$ cat src/rtl/sequential_multiplier.sv
// Shift-add multiplier: one partial product per clock, full 2*WIDTH-bit product,
// per-operation signed/unsigned mode with Busy/Done handshake.
module sequential_multiplier #(
    parameter int WIDTH = 8
) (
    input  logic                 Clock,
    input  logic                 Reset,
    input  logic                 Start,
    input  logic                 Signed,
    input  logic [WIDTH-1:0]     Multiplicand,
    input  logic [WIDTH-1:0]     Multiplier,
    output logic [2*WIDTH-1:0]   Product,
    output logic                 Busy,
    output logic                 Done
);

    localparam int CW = $clog2(WIDTH + 1);

    typedef enum logic [1:0] {IDLE, CALC, FIX} state_t;

    state_t               state;
    logic [2*WIDTH-1:0]   acc;
    logic [2*WIDTH-1:0]   a_sh;
    logic [WIDTH-1:0]     b_mag;
    logic [CW-1:0]        count;
    logic                 neg;

    // Negative two's-complement operands become their unsigned magnitude, so
    // the most negative value maps to 2^(WIDTH-1) without overflow.
    function automatic logic [WIDTH-1:0] magnitude(input logic [WIDTH-1:0] v,
                                                   input logic s);
        return (s && v[WIDTH-1]) ? (~v + WIDTH'(1)) : v;
    endfunction

    function automatic logic [2*WIDTH-1:0] negate(input logic [2*WIDTH-1:0] v);
        return ~v + (2*WIDTH)'(1);
    endfunction

    always_ff @(posedge Clock) begin
        if (!Reset) begin
            state   <= IDLE;
            Product <= '0;
            Busy    <= 1'b0;
            Done    <= 1'b0;
            acc     <= '0;
            a_sh    <= '0;
            b_mag   <= '0;
            count   <= '0;
            neg     <= 1'b0;
        end else begin
            Done <= 1'b0;
            case (state)
                IDLE: begin
                    if (Start) begin
                        a_sh  <= {{WIDTH{1'b0}}, magnitude(Multiplicand, Signed)};
                        b_mag <= magnitude(Multiplier, Signed);
                        neg   <= Signed & (Multiplicand[WIDTH-1] ^ Multiplier[WIDTH-1]);
                        acc   <= '0;
                        count <= CW'(WIDTH);
                        Busy  <= 1'b1;
                        state <= CALC;
                    end
                end
                // a_sh carries A_mag already shifted by the current step index.
                CALC: begin
                    if (b_mag[0]) begin
                        acc <= acc + a_sh;
                    end
                    a_sh  <= a_sh << 1;
                    b_mag <= b_mag >> 1;
                    count <= count - CW'(1);
                    if (count == CW'(1)) begin
                        state <= FIX;
                    end
                end
                FIX: begin
                    Product <= neg ? negate(acc) : acc;
                    Done    <= 1'b1;
                    Busy    <= 1'b0;
                    state   <= IDLE;
                end
                default: begin
                    Busy  <= 1'b0;
                    state <= IDLE;
                end
            endcase
        end
    end

endmodule

$ cat config.mk
export PLATFORM = sky130hd
export DESIGN_NAME = sequential_multiplier
export DESIGN_NICKNAME = d
export VERILOG_FILES = /design/src/rtl/sequential_multiplier.sv
export SDC_FILE = /design/constraint.sdc
export NUM_CORES = 1
export LEC_CHECK = 0
export ABC_AREA = 1
export BUFFER_PORTS_ARGS = -buffer_cell sky130_fd_sc_hd__buf_2
export CAP_MARGIN = 20
export CORE_AREA = 2 2 123 89
export DETAILED_ROUTE_END_ITERATION = 16
export DIE_AREA = 0 0 125 91
export GPL_TIMING_DRIVEN = 1
export PLACE_DENSITY = 0.62
export SYNTH_ARGS = -nofsm -noshare
export SYNTH_HDL_FRONTEND = slang
export SYNTH_SLANG_ARGS = --single-unit
$ cat constraint.sdc
create_clock -name Clock -period 2.1 [get_ports Clock]
set_input_delay 0.21 -clock Clock [delete_from_list [all_inputs] [get_ports Clock]]
set_output_delay 0.21 -clock Clock [all_outputs]
set_load 0.1 [all_outputs]
# Word level (Yosys, flattened, before mapping)
# Cells that the tools add are included.
[op_classes]
n_mux = 18
reduce_logical = 9
add_sub_neg = 5
n_bitwise = 6
eq_ne = 6
[op_table]
columns = ["cell", "n"]
rows = [
  ["16-bit 2-to-1 mux", 4],
  ["16-bit one-hot mux with 2 select lines", 2],
  ["8-bit 2-to-1 mux", 3],
  ["16-bit by 1-bit adder with 16-bit output, second input constant", 1],
  ["16-bit adder", 1],
  ["8-bit by 1-bit adder with 8-bit output, second input constant", 2],
  ["16-bit inverter", 1],
  ["8-bit inverter", 2],
  ["8-bit one-hot mux with 2 select lines", 1],
  ["4-bit one-hot mux with 2 select lines", 1],
  ["2-bit AND reduction", 4],
  ["2-bit inequality test, second input constant", 3],
  ["4-bit by 1-bit equality test with 1-bit output, second input constant", 1],
  ["2-bit 2-to-1 mux", 2],
  ["4-bit 2-to-1 mux", 1],
  ["2-bit one-hot mux with 2 select lines", 1],
  ["4-bit by 1-bit subtractor with 4-bit output, second input constant", 1],
  ["3-bit AND reduction", 1],
  ["2-bit by 1-bit equality test with 1-bit output, second input constant", 1],
  ["2-bit equality test, second input constant", 1],
  ["1-bit logical AND", 2],
  ["2-bit logical NOT", 1],
  ["1-bit 2-to-1 mux", 2],
  ["1-bit one-hot mux with 2 select lines", 1],
  ["other kinds (4)", 4],
]
[word_totals]
register_bits = 65
out_inout_bits = 18
wordCells = 53

# Logic depth before layout (Yosys ltp)
# Gate-level depths: netlist of the first run.
[depth]
word_depth = 5
ltp_mapped = 11
mapped_depth_nobuf = 11

# Worst setup path before layout of the first run
# Ideal clock, no wire load.
[synth_path]
path_type = "reg2reg"
startpoint = "register acc[0]"
endpoint = "register acc[12]"
stages_incl_launch_ff = 12
path_buffers = 0
required_time_ns = 1.968
arrival_time_ns = 1.450
slack_ns = 0.518
period_less_slack_ns = 1.582
path_cell_list = "dfxtp_1 -> ha_1 -> inv_1 -> fa_1 -> inv_1 -> nand3_1 -> nand3_1 -> nand3_1 -> nand3_1 -> nand2_1 -> nand3_1 -> a21oi_1"
[synth_between]
elab_chain_len = 3
[synth_rtl]
columns = ["item", "line", "rtl"]
rows = [
  ["start: declaration", "22", "logic [2*WIDTH-1:0] acc;"],
  ["start signal: assignment", "67", "acc <= acc + a_sh;"],
  ["16-bit adder", "67", ""],
  ["16-bit 2-to-1 mux", "66", "if (b_mag[0]) begin"],
  ["16-bit one-hot mux with 2 select lines", "52", "case (state)"],
]
# Every way passes these cells. The select of a mux whose other input is x is not followed.
# A chain may end at the register's enable or synchronous reset.

# Final worst setup path of the first run
[layout_path]
startpoint = "register acc[1]"
endpoint = "register acc[12]"
# The elaborated chain is that of the path after synthesis.

==> flow_summary.toml, run 1 <==
[run_status]
status = "finished, final reports clean"

[floorplan]
die_x_um = 125
core_sq_mm = 0.0102
ioPinCount = 38
start_util = 0.393
std_cell_rows = 31
dieArea_sq_mm = 0.0114
die_h_um = 91

[logic_synthesis]
synth_top_area_frac = 0.326
synth.yosys.seq_area_share = 0.326
yosysUniqueCellTypes = 41
synth.net_count = 641
ys_top_cells_by_count = "nand2_1 (159), inv_1 (81), dfxtp_1 (65)"
yosys_warnings = 0
synth.area.top_cells = "dfxtp_1 (33%), nand2_1 (15%), inv_1 (7.6%)"
synth_ff_type = "dfxtp_1"
async_flop_share = 0
postSynthCellCount = 600
yosysMostFrequentCell = "nand2_1"
synth_edf_count = 0
avgSynthCellArea_sq_um = 6.65
ys_seq_elements = 65
synth_area_sq_mm = 0.00399
yosysTopAreaCell = "dfxtp_1"

[clocking]
postCtsSetupBuffers = 0
ctsRootBufferMaster = "clkbuf_16"
clk_pin_slew_worst_paths_ps = 60
post_cts_resized = 0
h-tree-depth = 3
hold_buffers = 0
clock_latency_ps = 340
cts_buffer_depth = 2
clock_sinks = 65
cts_buffers = 9
cts_tree = "done"

[worst_setup_path]
r2r_start = "acc[1]$_SDFFE_PN0P_"
worstRegToRegCells = 10
crit_type = "flop to flop"
cp_max_fo = 4
r2r_slack_ps = 220
required_ps = 2320
startpoint_type = "flop"
cp.arrival_ps = 2090
r2r-end = "acc[12]$_SDFFE_PN0P_"
endpoint_kind = "flop"

[job]
max-cap-violations = 0

[power]
ir_worst_vdd_mv = 0.422
p_leak_nw = 2.24
powerDensity_mw_per_mm2 = 762

[sta]
finalMaxSlewViolations = 0
fin_crit_sh = 0.893
worst_pin_slew_ps = 497
setup_viol = 0
slew_headroom = 0.665
hold_viol_final = 0
skew_ps = 8.68
fmax_mhz = 533
fin_tns_setup_ps = 0
post-route-min-period_ps = 1880
rsz0062_at_grt = "false"

[global_route]
grt_pass1_vias = 3598
grt.total_usage = 0.193
grt_max_degree = 32
overflow = 0
grt_pass1_wl_um = 17800
antenna_found_initial = 0

[worst_hold_path]
hold_path_depth = 3
min_path_type = "input pin to flop"
hold_start = "Multiplier[6]"
hold_end = "b_mag[6]$_SDFFE_PN0P_"

[finish]
drive_gt1_frac = 0.127
fill_cells = 1047
stdcell_count = 776
num_antenna_cells = 0
area_delta_synth_final_pct = 16.0
fin_nets = 680

[placement]
hpwl_um = 7960
portBuffers = 37
placed_cells = 760
gp_congestion = 0.891

[route]
wirelength_um = 10500
drtIter0Drc = 357
firstDrtPassIters = 5
via_per_inst = 5.13
wl_per_cell_um = 13.5
dr_total_vias = 3979
drc = 0
drtAntennaViolNets = 0
## power breakdown
group	internal (mW)	leakage (nW)	total, mW	switching (mW)
Sequential	1.29	0.528	1.35	0.0567
Combinational	0.155	1.54	0.515	0.360
Clock	1.07	0.163	1.66	0.586
Total	2.53	2.24	3.53	1.00
## cells in the final DEF (no fill, tap or decap), types with 4 or more instances in the layout
master     netlist  layout
nand4_1          4       4
nand3_1         52      52
nor2_1          43      42
buf_4            2       9
a31oi_1          7       7
buf_2            6      37
nand2_1        159     159
dfxtp_1         65      65
inv_1           81      81
nor2_2           4       5
a22oi_1          9       9
a21oi_1         48      48
xor2_1           9       9
o21ai_0         31      31
nor3_1           8       8
clkbuf_16        0       9
ha_1            20      20
o22ai_1          6       6
nand2_4          4       4
## state kept, by name, summed over array words and instances (netlist names)
name,cells
neg,1
a_sh,16
Product,16
Busy,1
state,2
count,4
acc,16
b_mag,8
Done,1
## how the worst max path moves through the flow
| stage | slack, ps | from | end |
|---|---|---|---|
| floorplan | 520 | acc[0]$_SDFFE_PN0P_ | acc[12]$_SDFFE_PN0P_ |
| global placement | 330 | acc[1]$_SDFFE_PN0P_ | acc[12]$_SDFFE_PN0P_ |
| detailed placement | 260 | a_sh[0]$_SDFFE_PN0P_ | acc[12]$_SDFFE_PN0P_ |
| CTS | 260 | a_sh[0]$_SDFFE_PN0P_ | acc[12]$_SDFFE_PN0P_ |
| global route | 40 | acc[1]$_SDFFE_PN0P_ | acc[12]$_SDFFE_PN0P_ |
| finish | 220 | acc[1]$_SDFFE_PN0P_ | acc[12]$_SDFFE_PN0P_ |
## logic make-up (layout without fill, tap and decap cells)
| group | after synthesis | count (layout) | synth area share |
|---|---|---|---|
| compound gates | 114 | 114 | 0.160 |
| xor+xnor | 10 | 10 | 0.0220 |
| fa+ha+maj | 21 | 21 | 0.0678 |
| buf+inv | 103 | 147 | 0.109 |
| flops | 65 | 65 | 0.326 |
| simple gates | 287 | 287 | 0.315 |
## layout make-up
cell class | count | area, sq um | share of cell area
clock inverters | 6 | 91.3 | 0.0197
flip-flops and latches | 65 | 1300 | 0.281
inverters | 85 | 323 | 0.0698
clock buffers | 10 | 239 | 0.0516
repair buffers | 46 | 253 | 0.0546
well taps | 132 | 165 | 0.0357
multi-input cells | 432 | 2250 | 0.487
## metal layers
metal / share of wire / wire length, um / track usage / up-vias
met3: 0.069 / 722 / 0.0495 / 14
met5: 0 / 0 / 0 / -
met4: 0.015 / 158 / 0.0556 / 0
li1: - / - / - / 2049
met2: 0.39 / 4090 / 0.276 / 129
met1: 0.53 / 5540 / 0.284 / 1787
## metrics by stage
step,power (mW),setup slack [ps],hold WS (ps),instance area (sq um),util
floorplan,1.78,518,340,3990,-
global placement,1.88,333,455,4300,0.423
detailed placement,1.89,260,460,4300,0.423
CTS,3.56,259,129,4630,0.455
global route,3.68,38.6,145,4630,0.455
finish,3.53,224,136,4630,0.455
## worst max-delay path, cell delays in order, from the launching register on
cell and delay [ps]:
dfxtp_1 410, inv_1 150, fa_1 450, inv_1 120, nand3_1 80, nand3_1 140, nand3_1 120, nand3_1 90
nand2_1 50, nand3_1 80, a21oi_1 60
Note: power is estimated with default switching activity, not from simulation.
==> run 2, diff against run 1 <==
--- a/config.mk
+++ b/config.mk
@@ -12,7 +12,8 @@
 export DETAILED_ROUTE_END_ITERATION = 16
 export DIE_AREA = 0 0 125 91
 export GPL_TIMING_DRIVEN = 1
-export PLACE_DENSITY = 0.62
+export PLACE_DENSITY = 0.64
+export SLEW_MARGIN = 20
 export SYNTH_ARGS = -nofsm -noshare
 export SYNTH_HDL_FRONTEND = slang
 export SYNTH_SLANG_ARGS = --single-unit
==> constraint.sdc (replaced) <==
create_clock -name Clock -period 1.5 [get_ports Clock]
set_input_delay 0.15 -clock Clock [delete_from_list [all_inputs] [get_ports Clock]]
set_output_delay 0.15 -clock Clock [all_outputs]
set_load 0.1 [all_outputs]
==> flow_summary.toml, run 2 (synthesized netlist as in run 1, its figures left out) <==
[finish]
reg.largest.list = "Product (16), a_sh (16), acc (16)"
area_delta_synth_final_pct = 38.4
final_cell_mix = "nand2_1 (138), inv_1 (73), buf_4 (59)"
num_antenna_cells = 0
final_common_cell = "nand2_1"
utilization = 0.543
drive_gt1_frac = 0.326
stdcell_count = 829
fin_nets = 734

[worst_setup_path]
required_ps = 1720
slowest_stage = "dfxtp_2"
startpoint_type = "flop"
crit_chain = "ha_4 > inv_2 > fa_2 > inv_2 > nand3_2 > nand3_4 > nand3_4 > nand3_2 > nand2_1 > nand3_2 > a21oi_2"
cp_max_fo = 4
slowest_delay_ps = 350
crit_top_cell = "nand3_2"
critPathBufInv = 2
crit_type = "flop to flop"
cp.arrival_ps = 1850
crit_family = "simple AND/OR/NAND/NOR gates"
endpoint_kind = "flop"

[power]
ir_worst_vdd_mv = 0.724
powerDensity_mw_per_mm2 = 898
p_leak_nw = 2.55

[global_route]
antenna_found_initial = 0
grt_pass1_vias = 4065
grt_max_degree = 26
overflow = 0
grt_pass1_wl_um = 19400
grt.total_usage = 0.210

[floorplan]
dieArea_sq_mm = 0.0114
std_cell_rows = 31
ioPinCount = 38
core_sq_mm = 0.0102
die_h_um = 91
start_util = 0.393
die_x_um = 125

[sta]
fin_tns_setup_ps = -634
fin_crit_sh = 1.09
skew_ps = 10.7
finalMaxSlewViolations = 0
slew_headroom = 0.657
fmax_mhz = 613
hold_viol_final = 0
rsz0062_at_grt = "true"
worst_pin_slew_ps = 509
post-route-min-period_ps = 1630
setup_ws_ps = -131
setup_viol = 11

[clocking]
clock_sinks = 65
clk_pin_slew_worst_paths_ps = 60
h-tree-depth = 3
cts_tree = "done"
ctsRootBufferMaster = "clkbuf_16"
clock_latency_ps = 330
cts_buffers = 9
cts_buffer_depth = 2

[route]
drtIter0Drc = 274
wl_per_cell_um = 14.4
drtAntennaViolNets = 0
firstDrtPassIters = 6
dr_total_vias = 4222
drc = 0
via_per_inst = 5.09
wirelength_um = 12000

[run_status]
violations = "negative setup slack"
status = "finished, violations left"

[worst_hold_path]
min_path_type = "input pin to flop"

[placement]
portBuffers = 37
placed_cells = 810
pre_cts_slack_ps = -166
gp_congestion = 0.877
hpwl_um = 8540

[job]
max-cap-violations = 0
==> run 2: cell types whose count changed in the layout (fill, tap and decap cells not counted), sizes merged <==
cell,delta
buf,+54
clkinv,-5
clkbuf,+3
bufinv,-1
clkinvlp,+1
inv,+1
==> run 2: path summary, 6_finish.rpt <==
kind | from | endpoint | depth (start not counted) | slack, ps
hold reg to reg | b_mag[7]$_SDFFE_PN0P_ | b_mag[7]$_SDFFE_PN0P_ | 2 | 470
hold / removal | Multiplier[6] | b_mag[6]$_SDFFE_PN0P_ | 3 | 80
setup / recovery | a_sh[0]$_SDFFE_PN0P_ | acc[12]$_SDFFE_PN0P_ | 11 | -130
setup reg to reg | a_sh[0]$_SDFFE_PN0P_ | acc[12]$_SDFFE_PN0P_ | 11 | -130
==> run 2: worst register-to-register path, stage by stage (launching register included) <==
cell	delay (ps)
dfxtp_2	350
ha_4	140
inv_2	40
fa_2	340
inv_2	90
nand3_2	100
nand3_4	130
nand3_4	90
nand3_2	80
nand2_1	60
nand3_2	70
a21oi_2	50
==> run 2: metrics by stage <==
step	area [sq um]	hold WS [ps]	power (mW)
after global placement	4720	409	2.76
after detailed placement	4720	416	2.78
after global routing	5520	143	5.16
after floorplan	4010	280	2.49
final	5520	83.9	4.96
after CTS	5310	77.5	4.95
==> run 2: what timing repair did <==
| action | 4_1_cts | 5_1_grt |
|---|---|---|
| pin swaps | 14 | 19 |
| endpoints found under the setup margin | 18 | 23 |
| hold buffers | 0 | 0 |
| setup buffers | 4 | 0 |
| gates resized for setup | 50 | 63 |
==> run 2: routing by layer <==
layer	share of wire	track usage	vias up
met5	0	0	-
met4	0.021	0.0685	0
met3	0.051	0.0530	28
met2	0.43	0.319	128
met1	0.50	0.290	1915
li1	-	-	2151
==> run 2: final cells by class <==
cell class	count	area (sq um)
multi-input combinational	432	2710
clock buffer	13	260
sequential	65	1320
inverter	85	332
timing repair buffer	100	691
clock inverter	2	37.5
tap	132	165
fill	948	4640
==> run 2: report_power, final <==
group	internal (mW)	switching (mW)	leakage [nW]	total (mW)
Clock	1.37	0.741	0.142	2.11
Sequential	1.82	0.0811	0.536	1.90
Combinational	0.367	0.582	1.87	0.949
==> run 3, diff against run 2 <==
--- a/config.mk
+++ b/config.mk
@@ -5,12 +5,11 @@
 export SDC_FILE = /design/constraint.sdc
 export NUM_CORES = 1
 export LEC_CHECK = 0
-export ABC_AREA = 1
 export BUFFER_PORTS_ARGS = -buffer_cell sky130_fd_sc_hd__buf_2
 export CAP_MARGIN = 20
-export CORE_AREA = 2 2 123 89
+export CORE_AREA = 2 2 118 86
 export DETAILED_ROUTE_END_ITERATION = 16
-export DIE_AREA = 0 0 125 91
+export DIE_AREA = 0 0 120 88
 export GPL_TIMING_DRIVEN = 1
 export PLACE_DENSITY = 0.64
 export SLEW_MARGIN = 20
==> flow_summary.toml, run 3 <==
[worst_setup_path]
startpoint_type = "flop"
slowest_delay_ps = 370
cp.arrival_ps = 2330
crit_chain = "ha_4 > inv_2 > fa_2 > nor2b_1 > o21ai_1 > nand2b_1 > a31oi_4 > o311ai_2 > xor2_1 > a32o_2"
slowest_stage = "dfxtp_4"
crit_type = "flop to flop"
critPathBufInv = 1
cp_max_fo = 4
crit_family = "compound AO/OA/AOI/OAI gates"
endpoint_kind = "flop"
required_ps = 1730

[global_route]
grt_max_degree = 37
antenna_found_initial = 0
grt_pass1_wl_um = 17000
grt.total_usage = 0.205
grt_pass1_vias = 3589
grtUsageMet2 = 0.335
grt.busiest_layer = "met2"
grt_use_met3 = 0.0527
grtUsageMet1 = 0.270
overflow = 0

[route]
wl_per_cell_um = 14.5
via_per_inst = 5.25
drtAntennaViolNets = 0
wirelength_um = 10400
dr_total_vias = 3767
drtIter0Drc = 203
firstDrtPassIters = 5
drc = 0

[floorplan]
ioPinCount = 38
die_x_um = 120
dieArea_sq_mm = 0.0106
core_sq_mm = 0.00942
std_cell_rows = 30
start_util = 0.392
die_h_um = 88

[sta]
fin_crit_sh = 1.40
post-route-min-period_ps = 2100
finalMaxSlewViolations = 0
worst_pin_slew_ps = 491
skew_ps = 2.97
setup_viol = 22
slew_headroom = 0.675
fmax_mhz = 476
rsz0062_at_grt = "true"
hold_viol_final = 0
setup_ws_ps = -599

[power]
powerDensity_mw_per_mm2 = 861
ir_worst_vdd_mv = 1.12
p_leak_nw = 2.30

[worst_hold_path]
min_path_type = "input pin to flop"

[placement]
gp_congestion = 0.881
hpwl_um = 7590
placed_cells = 691
portBuffers = 37
pre_cts_slack_ps = -728

[logic_synthesis]
avgSynthCellArea_sq_um = 7.99
yosysMostFrequentCell = "dfxtp_1"
synth_ff_type = "dfxtp_1"
yosys_warnings = 0
ys_seq_elements = 65
ys_top_cells_by_count = "dfxtp_1 (65), nand2_1 (54), a21oi_1 (53)"
yosysUniqueCellTypes = 50
synth.yosys.seq_area_share = 0.352
postSynthCellCount = 462
yosysTopAreaCell = "dfxtp_1"
async_flop_share = 0
synth_edf_count = 0
synth.area.top_cells = "dfxtp_1 (35%), a21oi_1 (7.2%), ha_1 (6.8%)"
synth_top_area_frac = 0.352
synth_area_sq_mm = 0.00369
synth.net_count = 503

[clocking]
clock_latency_ps = 330
ctsRootBufferMaster = "clkbuf_16"
clock_sinks = 65
cts_buffers = 9
clk_pin_slew_worst_paths_ps = 50
hold_buffers = 0
cts_tree = "done"
cts_buffer_depth = 2
h-tree-depth = 3

[finish]
final_cell_mix = "buf_4 (91), nand2_1 (51), dfxtp_1 (48), a21oi_1 (48), nor2_1 (40)"
reg.largest.list = "Product (16), a_sh (16), acc (16)"
num_antenna_cells = 0
final_common_cell = "buf_4"
fin_nets = 626
fill_cells = 836
stdcell_count = 718
area_delta_synth_final_pct = 47.5
drive_gt1_frac = 0.385

[job]
max-cap-violations = 0

[run_status]
violations = "negative setup slack"
status = "finished, violations left"
[run 3: logic make-up (layout without fill, tap and decap cells)]
logic type | Yosys count | after routing | synth area share
AO/OA/AOI/OAI | 139 | 139 | 0.249
flip-flops | 65 | 65 | 0.352
adder cells (fa/ha/maj) | 21 | 21 | 0.0732
XOR/XNOR | 29 | 29 | 0.0688
AND/OR/NAND/NOR | 164 | 164 | 0.205
multiplexers | 3 | 3 | 0.00813
buffers and inverters | 41 | 169 | 0.0437
[run 3: metal layers]
metal,wire length (um),part of all wire
met1,4900,0.47
met2,4780,0.46
met3,580,0.056
met4,137,0.013
met5,0,0
[run 3: timing repair]
| item | 4_1_cts | 5_1_grt |
|---|---|---|
| pin swaps | 24 | 23 |
| setup buffers | 7 | 4 |
| cloned | 0 | 0 |
| gates resized for setup | 37 | 26 |
| setup endpoints to repair | 21 | 28 |
[run 3: per-stage QoR]
stage	util	setup TNS, ps	total power, mW	instance area [sq um]	hold WS (ps)
after floorplan	-	-4530	2.23	3850	278
after global placement	0.506	-7260	2.45	4770	431
after detailed placement	0.506	-8120	2.46	4770	435
after CTS	0.562	-6170	4.71	5290	80.8
after global routing	0.578	-9180	4.88	5450	115
final	0.578	-6960	4.69	5450	86.5
[run 3: path summary, 6_finish.rpt]
kind | start | endpoint | slack [ps] | cells past startpoint
max | acc[0]$_SDFFE_PN0P_ | acc[12]$_SDFFE_PN0P_ | -600 | 10
min | Multiplicand[0] | a_sh[0]$_SDFFE_PN0P_ | 90 | 3
max reg2reg | acc[0]$_SDFFE_PN0P_ | acc[12]$_SDFFE_PN0P_ | -600 | 10
min reg2reg | Product[13]$_SDFFE_PN0P_ | Product[13]$_SDFFE_PN0P_ | 450 | 2
[run 3: area by class of cell]
cell class / count / area, sq um / share of cell area
Clock buffer: 9 / 225 / 0.0413
Clock inverter: 7 / 95.1 / 0.0175
Inverter: 16 / 62.6 / 0.0115
Multi-Input combinational cell: 356 / 2600 / 0.477
Sequential cell: 65 / 1330 / 0.244
Tap cell: 128 / 160 / 0.0294
Timing Repair Buffer: 137 / 978 / 0.180
[run 3: report_power, final]
part	switching (mW)	internal [mW]
sequential	0.0506	1.78
clock	0.777	1.45
combinational	0.371	0.258
total	1.20	3.49
[run 3: tightest hold or removal path, cell delays in order]
cell and delay [ps]:
buf_2 120, nand2_1 50, a21oi_1 50
